[src/rtl/irq_ctrl_param.sv]
// Parameterised interrupt controller.
// Each source can be level or rising-edge triggered. A two-state FSM presents
// one source at a time and holds it until it is acknowledged. Arbitration is
// fixed priority (index 0 highest) or round-robin.
//
// state    | meaning
// ---------+------------------------------------------------------------
// S_IDLE   | nothing presented; the next edge loads a winner if any is eligible
// S_ACTIVE | irq_out high, irq_id frozen until irq_ack
//
// The reset input is named rstn but it is active-high.
module irq_ctrl_param #(
  parameter  int NUM_IRQ   = 8,
  parameter  int PRIO_MODE = 0,
  localparam int ID_W      = ($clog2(NUM_IRQ) > 1) ? $clog2(NUM_IRQ) : 1
) (
  input  logic               clk,
  input  logic               rstn,
  input  logic [NUM_IRQ-1:0] irq_requests,
  input  logic [NUM_IRQ-1:0] irq_enable,
  input  logic [NUM_IRQ-1:0] irq_edge,
  input  logic               irq_ack,
  output logic               irq_out,
  output logic [ID_W-1:0]    irq_id,
  output logic [NUM_IRQ-1:0] irq_pending,
  output logic [NUM_IRQ-1:0] irq_overflow
);

  typedef enum logic {
    S_IDLE   = 1'b0,
    S_ACTIVE = 1'b1
  } state_t;

  // One extra bit so that base + offset cannot overflow before the wrap.
  localparam logic [ID_W:0]   NUM_W   = (ID_W+1)'(NUM_IRQ);
  localparam logic [ID_W-1:0] LAST_ID = ID_W'(NUM_IRQ - 1);

  state_t             r_state;
  state_t             w_state_nxt;

  logic [NUM_IRQ-1:0] r_req_q;
  logic [NUM_IRQ-1:0] r_pend_lat;
  logic [NUM_IRQ-1:0] r_ovf;
  logic [ID_W-1:0]    r_id;
  logic [ID_W-1:0]    r_rr_ptr;

  logic [NUM_IRQ-1:0] w_rise;
  logic [NUM_IRQ-1:0] w_pending;
  logic [NUM_IRQ-1:0] w_eligible;
  logic [NUM_IRQ-1:0] w_ack_clr;
  logic [NUM_IRQ-1:0] w_lat_nxt;
  logic [NUM_IRQ-1:0] w_ovf_nxt;

  logic [ID_W-1:0]      w_base;
  logic [2*NUM_IRQ-1:0] w_dbl;
  logic [NUM_IRQ-1:0]   w_rot;
  logic [ID_W-1:0]      w_off;
  logic [ID_W:0]        w_sum;
  logic [ID_W:0]        w_wrap;
  logic [ID_W-1:0]      w_win_id;
  logic                 w_win_vld;
  logic [ID_W-1:0]      w_rr_nxt;

  logic w_load;
  logic w_ack_fire;

  // Because req_q resets to 0, any input already high when reset is released
  // is seen as a rising edge.
  assign w_rise = irq_requests & ~r_req_q;

  // Edge sources report their latch. Level sources report the raw request line.
  assign w_pending  = (irq_edge & r_pend_lat) | (~irq_edge & irq_requests);
  assign w_eligible = w_pending & irq_enable;

  // Decode which source is being acknowledged this cycle (one-hot or zero).
  always_comb begin
    w_ack_clr = '0;
    for (int i = 0; i < NUM_IRQ; i++) begin
      w_ack_clr[i] = w_ack_fire && (r_id == ID_W'(i));
    end
  end

  // Next value of the pending latches and overflow flags.
  // A new edge on the cycle of its own acknowledge re-arms the latch and is
  // not counted as lost.
  always_comb begin
    w_lat_nxt = r_pend_lat;
    w_ovf_nxt = r_ovf;
    for (int i = 0; i < NUM_IRQ; i++) begin
      if (irq_edge[i]) begin
        if (w_rise[i]) begin
          w_lat_nxt[i] = 1'b1;
        end else if (w_ack_clr[i]) begin
          w_lat_nxt[i] = 1'b0;
        end
        if (w_rise[i] && r_pend_lat[i] && !w_ack_clr[i]) begin
          w_ovf_nxt[i] = 1'b1;
        end else if (w_ack_clr[i]) begin
          w_ovf_nxt[i] = 1'b0;
        end
      end else begin
        w_lat_nxt[i] = 1'b0;
        if (w_ack_clr[i]) begin
          w_ovf_nxt[i] = 1'b0;
        end
      end
    end
  end

  // Fixed priority is round-robin with the search base tied to 0.
  assign w_base = (PRIO_MODE == 1) ? r_rr_ptr : '0;
  assign w_dbl  = {w_eligible, w_eligible} >> w_base;
  assign w_rot  = w_dbl[NUM_IRQ-1:0];

  // Find the lowest set bit of the rotated eligible vector.
  always_comb begin
    w_win_vld = 1'b0;
    w_off     = '0;
    for (int j = NUM_IRQ - 1; j >= 0; j--) begin
      if (w_rot[j]) begin
        w_win_vld = 1'b1;
        w_off     = ID_W'(j);
      end
    end
  end

  // Map the rotated offset back to a source index, modulo NUM_IRQ.
  always_comb begin
    w_sum  = {1'b0, w_base} + {1'b0, w_off};
    w_wrap = w_sum;
    if (w_sum >= NUM_W) begin
      w_wrap = w_sum - NUM_W;
    end
  end

  assign w_win_id = w_wrap[ID_W-1:0];
  assign w_rr_nxt = (r_id == LAST_ID) ? '0 : (r_id + 1'b1);

  // FSM next state. An acknowledge is acted on only while something is
  // presented, so the FSM always passes through IDLE between presentations.
  always_comb begin
    w_state_nxt = r_state;
    w_load      = 1'b0;
    w_ack_fire  = 1'b0;
    case (r_state)
      S_IDLE: begin
        if (w_win_vld) begin
          w_state_nxt = S_ACTIVE;
          w_load      = 1'b1;
        end
      end
      S_ACTIVE: begin
        if (irq_ack) begin
          w_state_nxt = S_IDLE;
          w_ack_fire  = 1'b1;
        end
      end
      default: w_state_nxt = S_IDLE;
    endcase
  end

  // FSM state register.
  always_ff @(posedge clk or posedge rstn) begin
    if (rstn) begin
      r_state <= S_IDLE;
    end else begin
      r_state <= w_state_nxt;
    end
  end

  // Request history, pending latches and overflow flags.
  always_ff @(posedge clk or posedge rstn) begin
    if (rstn) begin
      r_req_q    <= '0;
      r_pend_lat <= '0;
      r_ovf      <= '0;
    end else begin
      r_req_q    <= irq_requests;
      r_pend_lat <= w_lat_nxt;
      r_ovf      <= w_ovf_nxt;
    end
  end

  // Presented id is captured on entry to ACTIVE. The round-robin pointer
  // advances past the source that was just acknowledged.
  always_ff @(posedge clk or posedge rstn) begin
    if (rstn) begin
      r_id     <= '0;
      r_rr_ptr <= '0;
    end else begin
      if (w_load) begin
        r_id <= w_win_id;
      end
      if (w_ack_fire) begin
        r_rr_ptr <= w_rr_nxt;
      end
    end
  end

  assign irq_out      = (r_state == S_ACTIVE);
  assign irq_id       = r_id;
  assign irq_pending  = w_pending;
  assign irq_overflow = r_ovf;

endmodule

[config.mk]
export PLATFORM = sky130hd
export DESIGN_NAME = irq_ctrl_param
export DESIGN_NICKNAME = d
export VERILOG_FILES = /design/src/rtl/irq_ctrl_param.sv
export SDC_FILE = /design/constraint.sdc
export NUM_CORES = 1
export LEC_CHECK = 0
export CORE_MARGIN = 3
export CORE_UTILIZATION = 44
export DETAILED_ROUTE_END_ITERATION = 7
export PLACE_DENSITY = 0.78
export SYNTH_ARGS = -nofsm -noshare
export SYNTH_HDL_FRONTEND = slang
export SYNTH_SLANG_ARGS = --single-unit
[constraint.sdc]
create_clock -name clk -period 1.61 [get_ports clk]
set_input_delay 0.322 -clock clk [delete_from_list [all_inputs] [get_ports clk]]
set_output_delay 0.322 -clock clk [all_outputs]
set_load 0.1 [all_outputs]
==> run_results.csv, run 1 <==
group,metric,value,unit
run_status,outcome,"complete, but fails checks",
run_status,failed_checks,"negative setup slack",
grt,grt-ovfl-total,0,
timing,finalSetupViolCount,8,
final_layout,antenna-diode-count,0,
floorplanning,floorplan.die_area,3770,um^2
timing,report.final.slew_viol_count,0,
pwr,post-layout-total-power,4.04,mW
logic_synthesis,synth_top_cell_by_area,"sky130_fd_sc_hd__dfrtp_1",
timing,fin_ws,-0.0379,ns
cts,clk_root_buffer_cell,"sky130_fd_sc_hd__clkbuf_4",
grt,via_count_of_the_first_global_routing_pass,1504,
setup_path,critical_path.slowest_cell,"sky130_fd_sc_hd__dfrtp_1",
floorplanning,floorplan.io_pins,47,
route,antenna_violating_nets_post_route,0,
route,drt-initial-drc-count,65,
logic_synthesis,synth_seq_cells,28,
route,routedWlPerCell,20.4,um
grt,grt_usage,0.273,
setup_path,timing.critical_path.required,1.29,ns
timing,holdWs,0.245,ns
logic_synthesis,synth_seq_area_share,0.519,
logic_synthesis,yosys.cell_count.top_type,"sky130_fd_sc_hd__dfrtp_1",
setup_path,cp_data_arrival_time,1.33,ns
final_layout,synthToLayoutAreaGrowth,86.5,%
run,maxCapViolCount,0,
route,drt_pre_antenna_iters,4,
floorplanning,die-height,61.4,um
cts,cts_tree,"yes",
floorplanning,placementRows,19,
logic_synthesis,number_of_unique_standard_cell_types_used_by_synthesis,25,
logic_synthesis,ys_dominant_reg_cell,"sky130_fd_sc_hd__dfrtp_1",
cts,max_buffers_root_to_sink,2,
logic_synthesis,async_flop_share,1.00,
place,pre_cts_slack,-0.371,ns
final_layout,layout.filler_cells,127,
cts,cts.reportedPaths.clkPinSlew,0.15,ns
timing,timing.final.crit_share,1.02,
logic_synthesis,netlist_area,1350,um^2
floorplanning,starting_utilization_of_the_core_area,0.477,
cts,worst_skew_pair.late_latency,0.34,ns
setup_path,cp_max_fo,3,
timing,fin_crit,1.65,ns
route,wirelength,5050,um
logic_synthesis,syn-mean-instance-area,11.3,um^2
logic_synthesis,synthesis.nets,146,
setup_path,timing.critical_path.from_type,"register",
route,total_via_count_after_detailed_routing,1430,
floorplanning,core_area,2830,um^2
setup_path,critical_path.endpoint_type,"output pin",
final_layout,drive_gt1_frac,0.438,
grt,antenna_found_initial,0,
timing,fmax,0.607,GHz
final_layout,nets,245,
logic_synthesis,yosysWarnings,0,
timing,slew_headroom,0.739,
pwr,peakVddDrop,1330,uV
setup_path,crit_path_buffers_inverters,2,
hold_path,worst_min_delay_path_category,"in -> reg",
final_layout,finalNonFillerCells,248,
logic_synthesis,synth_top_cells_by_area,"sky130_fd_sc_hd__dfrtp_1 (52%), sky130_fd_sc_hd__nor2b_1 (7.0%), sky130_fd_sc_hd__mux2_4 (6.7%)",
place,port_buffers,46,
final_layout,final-seq-area,708,um^2
place,finalWeightedCongestion,0.890,
setup_path,worst-r2r-setup-slack,-0.04,ns
setup_path,worst_path_class_setup,"reg -> out",
grt,grt_max_degree,29,
setup_path,cp_top_family,"flip-flops",
cts,clock_sinks,28,
timing,rsz0062_at_grt,"true",
cts,cts_made_buffers,3,
route,viasPerCell,5.77,
logic_synthesis,synthTopCellsByCount,"sky130_fd_sc_hd__dfrtp_1 (28), sky130_fd_sc_hd__a21oi_1 (15), sky130_fd_sc_hd__nor2b_1 (15)",
final_layout,multi_input_gate_area,651,um^2
place,dpl_hpwl,3010,um
floorplanning,die_w,61.4,um
pwr,cellPowerDensity,1610,nW/um^2
setup_path,crit_chain,"mux2_4 -> buf_6 -> buf_12",
timing,final_hold_viol_count,0,
logic_synthesis,synth_top_area_share,0.519,
place,dpl.cell_count,222,
grt,grt_pass1_wl,7270,um
cts,ctsHoldBuffers,0,
pwr,static-leakage-power,1.21,nW
cts,htreeDepth,1,
logic_synthesis,synth-edff-count,0,
route,drt_drc_violations_left,0,
setup_path,cpPeakStageDelay,0.43,ns
timing,timing_worst_slew_pin_value,0.390,ns
logic_synthesis,syn_inst,119,
timing,clock-skew-final,0.00861,ns
cells in the final DEF (no fill, tap or decap):
cell	instances
sky130_fd_sc_hd__a21boi_1	1
sky130_fd_sc_hd__o22ai_1	1
sky130_fd_sc_hd__inv_1	3
sky130_fd_sc_hd__buf_12	20
sky130_fd_sc_hd__a31oi_1	9
sky130_fd_sc_hd__nand2_2	2
sky130_fd_sc_hd__buf_6	10
sky130_fd_sc_hd__a41oi_1	1
sky130_fd_sc_hd__nor2b_1	15
sky130_fd_sc_hd__clkbuf_4	3
sky130_fd_sc_hd__buf_4	40
sky130_fd_sc_hd__o21a_1	1
sky130_fd_sc_hd__nand3_1	2
sky130_fd_sc_hd__a21oi_1	15
sky130_fd_sc_hd__dlygate4sd2_1	16
sky130_fd_sc_hd__dfrtp_4	1
sky130_fd_sc_hd__nand2_1	12
sky130_fd_sc_hd__clkdlybuf4s50_1	10
sky130_fd_sc_hd__nor2_1	5
sky130_fd_sc_hd__nand2b_1	1
sky130_fd_sc_hd__a32oi_1	1
sky130_fd_sc_hd__nand4_1	1
sky130_fd_sc_hd__dfrtp_2	3
sky130_fd_sc_hd__mux2_4	9
sky130_fd_sc_hd__a22oi_2	1
sky130_fd_sc_hd__a21boi_0	1
sky130_fd_sc_hd__a41oi_4	1
sky130_fd_sc_hd__and2_1	1
sky130_fd_sc_hd__and3_1	1
sky130_fd_sc_hd__o211ai_1	1
sky130_fd_sc_hd__a22oi_4	4
sky130_fd_sc_hd__bufinv_16	1
sky130_fd_sc_hd__dfrtp_1	24
cell families after synthesis:
| group | Yosys count | synth area share |
|---|---|---|
| buffers and inverters | 5 | 0.0139 |
| multiplexers | 9 | 0.0918 |
| flip-flops | 28 | 0.519 |
| AND/OR/NAND/NOR | 40 | 0.148 |
| AO/OA/AOI/OAI | 37 | 0.226 |
per-stage QoR:
stage / area [um^2] / util / TNS (ns)
2_1_floorplan: 1370 / - / -0.00210
3_3_place_gp: 2270 / 0.802 / -2.53
3_5_place_dp: 2270 / 0.802 / -2.82
4_1_cts: 2440 / 0.862 / -0.132
5_1_grt: 2510 / 0.889 / -0.554
6_report: 2510 / 0.889 / -0.220
worst reg2reg max path: stages (launching register included):
cell                       delay, ns
sky130_fd_sc_hd__dfrtp_1        0.43
sky130_fd_sc_hd__mux2_4         0.28
sky130_fd_sc_hd__buf_4          0.15
sky130_fd_sc_hd__and2_1         0.16
sky130_fd_sc_hd__o211ai_1       0.28
sky130_fd_sc_hd__a22oi_2        0.11
sky130_fd_sc_hd__o22ai_1        0.17
final cells by class:
class | instances | area share
Clock inverter | 1 | 0.0119
Tap cell | 31 | 0.0154
Sequential cell | 28 | 0.282
Inverter | 3 | 0.00448
Clock buffer | 3 | 0.00896
Multi-Input combinational cell | 86 | 0.259
Timing Repair Buffer | 96 | 0.419
where the power goes:
part,switching [mW],internal (mW),total (mW)
Combinational,1.55,0.928,2.47
Clock,0.221,0.252,0.473
Sequential,0.227,0.865,1.09
state kept, by name, indices dropped and copies added (netlist names):
name,count
irq_out,1
r_req_q,8
irq_id,3
irq_overflow,8
r_pend_lat,8
worst paths after layout:
check                                           from                         to  cells after the start
max                        r_pend_lat[6]$_DFFE_PP0P_             irq_pending[6]                      3
min                                  irq_requests[4]       r_req_q[4]$_DFF_PP0_                      1
max reg2reg                r_pend_lat[6]$_DFFE_PP0P_      irq_id[0]$_DFFE_PP0P_                      6
min reg2reg                     r_req_q[0]$_DFF_PP0_  r_pend_lat[0]$_DFFE_PP0P_                      3
max in group asynchronous                       rstn          irq_out$_DFF_PP0_                      3
min in group asynchronous                       rstn  irq_overflow[5]$_DFF_PP0_                      3
per-layer routing:
metal | part of all wire | up-vias | track usage
li1 | - | 623 | -
met1 | 0.36 | 713 | 0.274
met2 | 0.55 | 76 | 0.518
met3 | 0.058 | 18 | 0.0440
met4 | 0.036 | 0 | 0.167
met5 | 0 | - | 0
timing repair:
item | CTS | global route
buffers inserted | 17 | 7
pin swaps | 0 | 6
endpoints found under the setup margin | 9 | 9
resized for setup | 22 | 7
Power figures use the tool's default switching activity.
==> run 2, diff against run 1 <==
--- a/config.mk
+++ b/config.mk
@@ -6,9 +6,9 @@
 export NUM_CORES = 1
 export LEC_CHECK = 0
 export CORE_MARGIN = 3
-export CORE_UTILIZATION = 44
+export CORE_UTILIZATION = 40
 export DETAILED_ROUTE_END_ITERATION = 7
-export PLACE_DENSITY = 0.78
+export PLACE_DENSITY = 0.75
 export SYNTH_ARGS = -nofsm -noshare
 export SYNTH_HDL_FRONTEND = slang
 export SYNTH_SLANG_ARGS = --single-unit
==> constraint.sdc (replaced) <==
create_clock -name clk -period 1.4 [get_ports clk]
set_input_delay 0.28 -clock clk [delete_from_list [all_inputs] [get_ports clk]]
set_output_delay 0.28 -clock clk [all_outputs]
set_load 0.1 [all_outputs]
==> run 2 against run 1 <==
Against the previous run: the run still ends with negative setup slack left; routed wire length down 10%; die area increased by 9.0%; register-to-register slack got worse by 0.17 ns; largest power group unchanged; hold slack worse by 0.024 ns; global-route usage is 4.7 points lower; flip-flop and latch count is the same.
==> run_results.csv, run 2 (synthesis gave the netlist of run 1 again) <==
group,metric,value,unit
floorplanning,core_area,3130,um^2
route,drt_pre_antenna_iters,4,
setup_path,rr_worst_depth,5,
timing,timing.final.crit_share,1.16,
final_layout,final-seq-area,713,um^2
hold_path,hold_depth,1,
cts,cts_tree,"yes",
cts,clock_sinks,28,
route,wirelength,4530,um
final_layout,drive_gt1_frac,0.444,
cts,clk_root_buffer_cell,"sky130_fd_sc_hd__clkbuf_4",
route,drt_drc_violations_left,0,
grt,via_count_of_the_first_global_routing_pass,1509,
route,drt-initial-drc-count,42,
setup_path,worst-r2r-setup-slack,-0.21,ns
place,port_buffers,46,
timing,finalSetupViolCount,12,
timing,final_hold_viol_count,0,
final_layout,multi_input_gate_area,663,um^2
place,finalWeightedCongestion,0.866,
final_layout,layout_common_cells,"sky130_fd_sc_hd__buf_4 (32), sky130_fd_sc_hd__dfrtp_1 (24), sky130_fd_sc_hd__buf_12 (21), sky130_fd_sc_hd__clkdlybuf4s50_1 (16), sky130_fd_sc_hd__buf_6 (16)",
pwr,cellPowerDensity,1770,nW/um^2
timing,slew_headroom,0.815,
route,total_via_count_after_detailed_routing,1390,
floorplanning,die-height,64.1,um
final_layout,final_common_cell,"sky130_fd_sc_hd__buf_4",
timing,timing_worst_slew_pin_value,0.276,ns
final_layout,synthToLayoutAreaGrowth,90.4,%
place,pre_cts_slack,-0.544,ns
hold_path,end_point_of_the_worst_hold_path,"r_req_q[5]$_DFF_PP0_",
timing,fin_crit,1.62,ns
setup_path,timing.critical_path.from_type,"register",
final_layout,layout.filler_cells,163,
grt,antenna_found_initial,0,
pwr,static-leakage-power,1.21,nW
route,antenna_violating_nets_post_route,0,
setup_path,timing.critical_path.required,1.12,ns
final_layout,post-route-util,0.821,
hold_path,hp-start,"irq_requests[5]",
floorplanning,die_w,64.1,um
run,maxCapViolCount,0,
cts,ctsHoldBuffers,0,
floorplanning,placementRows,20,
timing,rsz0062_at_grt,"true",
pwr,peakVddDrop,1500,uV
setup_path,critical_path.endpoint_type,"output pin",
timing,setup_total_negative_slack,-2.19,ns
grt,grt_usage,0.226,
place,dpl_hpwl,3080,um
grt,grt_pass1_wl,7060,um
setup_path,reg2reg_from,"r_pend_lat[2]$_DFFE_PP0P_",
timing,fmax,0.618,GHz
grt,grt-ovfl-total,0,
setup_path,r2r_end,"irq_id[1]$_DFFE_PP0P_",
grt,grt_max_degree,29,
cts,cts_made_buffers,3,
pwr,post-layout-total-power,4.54,mW
setup_path,cp_data_arrival_time,1.34,ns
run_status,outcome,"complete, but fails checks",
floorplanning,floorplan.io_pins,47,
route,routedWlPerCell,17.4,um
floorplanning,starting_utilization_of_the_core_area,0.431,
route,viasPerCell,5.35,
timing,fin_ws,-0.218,ns
run_status,failed_checks,"negative setup slack",
setup_path,worst_path_class_setup,"reg -> out",
timing,clock-skew-final,0.00176,ns
setup_path,cp_max_fo,2,
final_layout,nets,244,
floorplanning,floorplan.die_area,4100,um^2
final_layout,antenna-diode-count,0,
cts,htreeDepth,1,
cts,cts.reportedPaths.clkPinSlew,0.15,ns
hold_path,worst_min_delay_path_category,"in -> reg",
cts,worst_skew_pair.late_latency,0.34,ns
timing,report.final.slew_viol_count,0,
cts,max_buffers_root_to_sink,2,
-- run 2: cell count changes in the layout (fill, tap and decap cells not counted), sizes merged --
cell           change
clkdlybuf4s50      +6
dlygate4sd2        -6
buf                -1
bufinv             -1
clkbuf             +1
-- run 2: worst max-delay path, stage by stage, from the launching register on --
cell	delay [ns]
sky130_fd_sc_hd__dfrtp_1	0.43
sky130_fd_sc_hd__mux2_4	0.28
sky130_fd_sc_hd__buf_6	0.13
sky130_fd_sc_hd__buf_12	0.15
-- run 2: area by class of cell --
class | count | area share
Clock buffer | 4 | 0.0141
Inverter | 3 | 0.00439
Multi-Input combinational cell | 86 | 0.258
Sequential cell | 28 | 0.278
Tap cell | 44 | 0.0214
Timing Repair Buffer | 95 | 0.424
-- run 2: stage by stage --
step	hold slack, ns	instance area (um^2)	instances
after global routing	0.194	2570	260
final	0.221	2570	260
after detailed placement	0.537	2320	237
after CTS	0.203	2520	255
after global placement	0.502	2320	237
after floorplan	0.311	1380	119
-- run 2: what timing repair did --
item | in CTS | in global routing
endpoints found under the setup margin | 12 | 14
gates cloned | 0 | 0
buffers inserted | 14 | 5
pin swaps | 8 | 4
gates resized for setup | 27 | 3
-- run 2: how the worst max path moves through the flow --
stage	from	end	slack, ns	depth (start not counted)
after floorplan	r_pend_lat[2]$_DFFE_PP0P_	irq_id[1]$_DFFE_PP0P_	-0.21	4
after global placement	irq_edge[6]	irq_id[1]$_DFFE_PP0P_	-0.52	5
after detailed placement	irq_edge[1]	irq_id[1]$_DFFE_PP0P_	-0.54	5
after CTS	r_pend_lat[1]$_DFFE_PP0P_	irq_pending[1]	-0.21	3
after global routing	r_pend_lat[1]$_DFFE_PP0P_	irq_pending[1]	-0.25	3
final	r_pend_lat[2]$_DFFE_PP0P_	irq_pending[2]	-0.22	3
-- run 2: per-layer routing --
metal | global-route usage | vias up | wire length, um
met5 | 0 | - | 0
met1 | 0.245 | 679 | 1710
met2 | 0.417 | 70 | 2410
met4 | 0.102 | 0 | 169
met3 | 0.0439 | 17 | 246
li1 | - | 624 | -
-- run 2: where the power goes --
| group | switching [mW] | leakage (nW) | internal (mW) |
|---|---|---|---|
| registers | 0.243 | 0.341 | 1.00 |
| logic | 1.77 | 0.848 | 1.12 |
| clock network | 0.248 | 0.0210 | 0.160 |
| total | 2.26 | 1.21 | 2.28 |
==> run 3, diff against run 2 <==
--- a/config.mk
+++ b/config.mk
@@ -8,6 +8,8 @@
 export CORE_MARGIN = 3
 export CORE_UTILIZATION = 40
 export DETAILED_ROUTE_END_ITERATION = 7
+export GPL_ROUTABILITY_DRIVEN = 0
+export GPL_TIMING_DRIVEN = 0
 export PLACE_DENSITY = 0.75
 export SYNTH_ARGS = -nofsm -noshare
 export SYNTH_HDL_FRONTEND = slang
==> run 3 against run 2 <==
Against the previous run: the run still ends with negative setup slack left; register-to-register slack better by 0.09 ns; hold slack worse by 0.0065 ns; routed wire length down 23%; critical path depth up 1; sequential share of layout area up 6.0 points; global-route usage down 4.7 points; count of clock-buffer cells in the layout unchanged; combinational power down 20%; via count down 16%; power down 15%; critical path type is now reg -> reg.
==> run_results.csv, run 3 (synthesis gave the netlist of run 1 again) <==
group,metric,value,unit
grt,antenna_found_initial,0,
grt,grt_max_degree,29,
place,port_buffers,46,
floorplanning,die-height,64.1,um
final_layout,antenna-diode-count,0,
route,wirelength,3500,um
cts,htreeDepth,1,
setup_path,timing.critical_path.from_type,"register",
grt,via_count_of_the_first_global_routing_pass,1177,
route,total_via_count_after_detailed_routing,1162,
route,drt_pre_antenna_iters,4,
pwr,peakVddDrop,1090,uV
timing,fin_ws,-0.120,ns
floorplanning,placementRows,20,
hold_path,worst_min_delay_path_category,"in -> reg",
cts,cts_made_buffers,3,
timing,final_hold_viol_count,0,
setup_path,timing.critical_path.required,1.64,ns
route,viasPerCell,5.07,
final_layout,synthToLayoutAreaGrowth,56.6,%
grt,grt-ovfl-total,0,
grt,grt_pass1_wl,5800,um
setup_path,worstSetupStartpoint,"r_pend_lat[6]$_DFFE_PP0P_",
cts,clk_root_buffer_cell,"sky130_fd_sc_hd__clkbuf_4",
final_layout,post-route-util,0.675,
pwr,cellPowerDensity,1820,nW/um^2
final_layout,finalNonFillerCells,229,
timing,finalSetupViolCount,11,
timing,clock-skew-final,0.00989,ns
setup_path,worst_path_class_setup,"reg -> reg",
timing,holdWs,0.214,ns
setup_path,cp_data_arrival_time,1.76,ns
route,routedWlPerCell,15.3,um
final_layout,drive_gt1_frac,0.346,
run_status,outcome,"complete, but fails checks",
cts,cts_tree,"yes",
route,antenna_violating_nets_post_route,0,
floorplanning,floorplan.die_area,4100,um^2
timing,fmax,0.658,GHz
timing,rsz0062_at_grt,"true",
timing,fin_crit,1.52,ns
run,maxCapViolCount,0,
hold_path,hp-start,"irq_requests[6]",
timing,slew_headroom,0.596,
timing,report.final.slew_viol_count,0,
final_layout,nets,213,
final_layout,finalInstanceArea,2110,um^2
timing,timing.final.crit_share,1.09,
cts,clock_sinks,28,
route,drt_drc_violations_left,0,
floorplanning,core_area,3130,um^2
floorplanning,starting_utilization_of_the_core_area,0.431,
setup_path,critical_path.endpoint_type,"register",
setup_path,cp_max_fo,3,
setup_path,reg2reg_from,"r_pend_lat[6]$_DFFE_PP0P_",
place,dpl_hpwl,2430,um
grt,grt_usage,0.178,
run_status,failed_checks,"negative setup slack",
timing,timing_worst_slew_pin_value,0.604,ns
place,dpl.cell_count,209,
place,dpl_cell_area,1900,um^2
final_layout,layout_common_cells,"sky130_fd_sc_hd__buf_4 (25), sky130_fd_sc_hd__dfrtp_1 (24), sky130_fd_sc_hd__a21oi_1 (15)",
cts,cts.reportedPaths.clkPinSlew,0.15,ns
cts,max_buffers_root_to_sink,2,
cts,worst_skew_pair.late_latency,0.33,ns
floorplanning,die_w,64.1,um
final_layout,final_common_cell,"sky130_fd_sc_hd__buf_4",
route,drt-initial-drc-count,28,
pwr,static-leakage-power,0.978,nW
floorplanning,floorplan.io_pins,47,
## run 3: cell types whose count changed in the layout (fill, tap and decap cells not counted), sizes merged
cell           change
buf               -33
clkdlybuf4s50      -2
clkbuf             +2
dlygate4sd2        +2
inv                -1
clkinvlp           +1
## run 3: worst paths after layout
path / endpoint / slack, ns / depth (start not counted)
min in group asynchronous: r_pend_lat[0]$_DFFE_PP0P_ / 0.34 / 2
worst max register to register: irq_id[1]$_DFFE_PP0P_ / -0.12 / 4
worst min register to register: r_pend_lat[0]$_DFFE_PP0P_ / 0.56 / 3
worst min-delay path: r_req_q[6]$_DFF_PP0_ / 0.21 / 1
max in group asynchronous: irq_id[1]$_DFFE_PP0P_ / 0.67 / 2
worst max-delay path: irq_id[1]$_DFFE_PP0P_ / -0.12 / 4
## run 3: worst max-delay path, stage by stage (launching register included)
cell                      delay, ns
sky130_fd_sc_hd__dfrtp_1       0.41
sky130_fd_sc_hd__mux2_4        0.30
sky130_fd_sc_hd__a22oi_4       0.25
sky130_fd_sc_hd__a41oi_4       0.16
sky130_fd_sc_hd__mux2_4        0.32
## run 3: where the power goes
part	leakage, nW	total [mW]	internal [mW]	switching [mW]
Combinational	0.616	2.31	0.615	1.69
Clock	0.0210	0.394	0.159	0.235
Sequential	0.341	1.14	1.00	0.141
## run 3: area by class of cell
cell class | count | area (um^2)
clock buffer | 4 | 36.3
tap | 44 | 55.1
multi-input combinational | 86 | 653
inverter | 3 | 15.0
sequential | 28 | 713
fill | 246 | 1020
buffer | 2 | 12.5
timing repair buffer | 62 | 627
## run 3: what timing repair did
item	4_1_cts	5_1_grt
pin swaps	5	4
setup buffers	13	3
resized for setup	158	6
hold buffers	0	0
endpoints found under the setup margin	23	22
## run 3: metrics by stage
step | setup slack [ns] | power [mW] | TNS [ns]
final | -0.120 | 3.85 | -1.10
after CTS | -0.127 | 3.80 | -1.15
after detailed placement | -1.03 | 3.36 | -22.60
after global routing | -0.176 | 4.02 | -1.83
after global placement | -1.01 | 3.34 | -19.82
after floorplan | -0.210 | 2.81 | -0.300
## run 3: layer usage
layer / share of wire / track usage / wire length (um)
met5: 0 / 0 / 0
met3: 0.050 / 0.0334 / 175
met4: 0.0034 / 0.0404 / 12
met2: 0.49 / 0.305 / 1700
met1: 0.46 / 0.233 / 1610
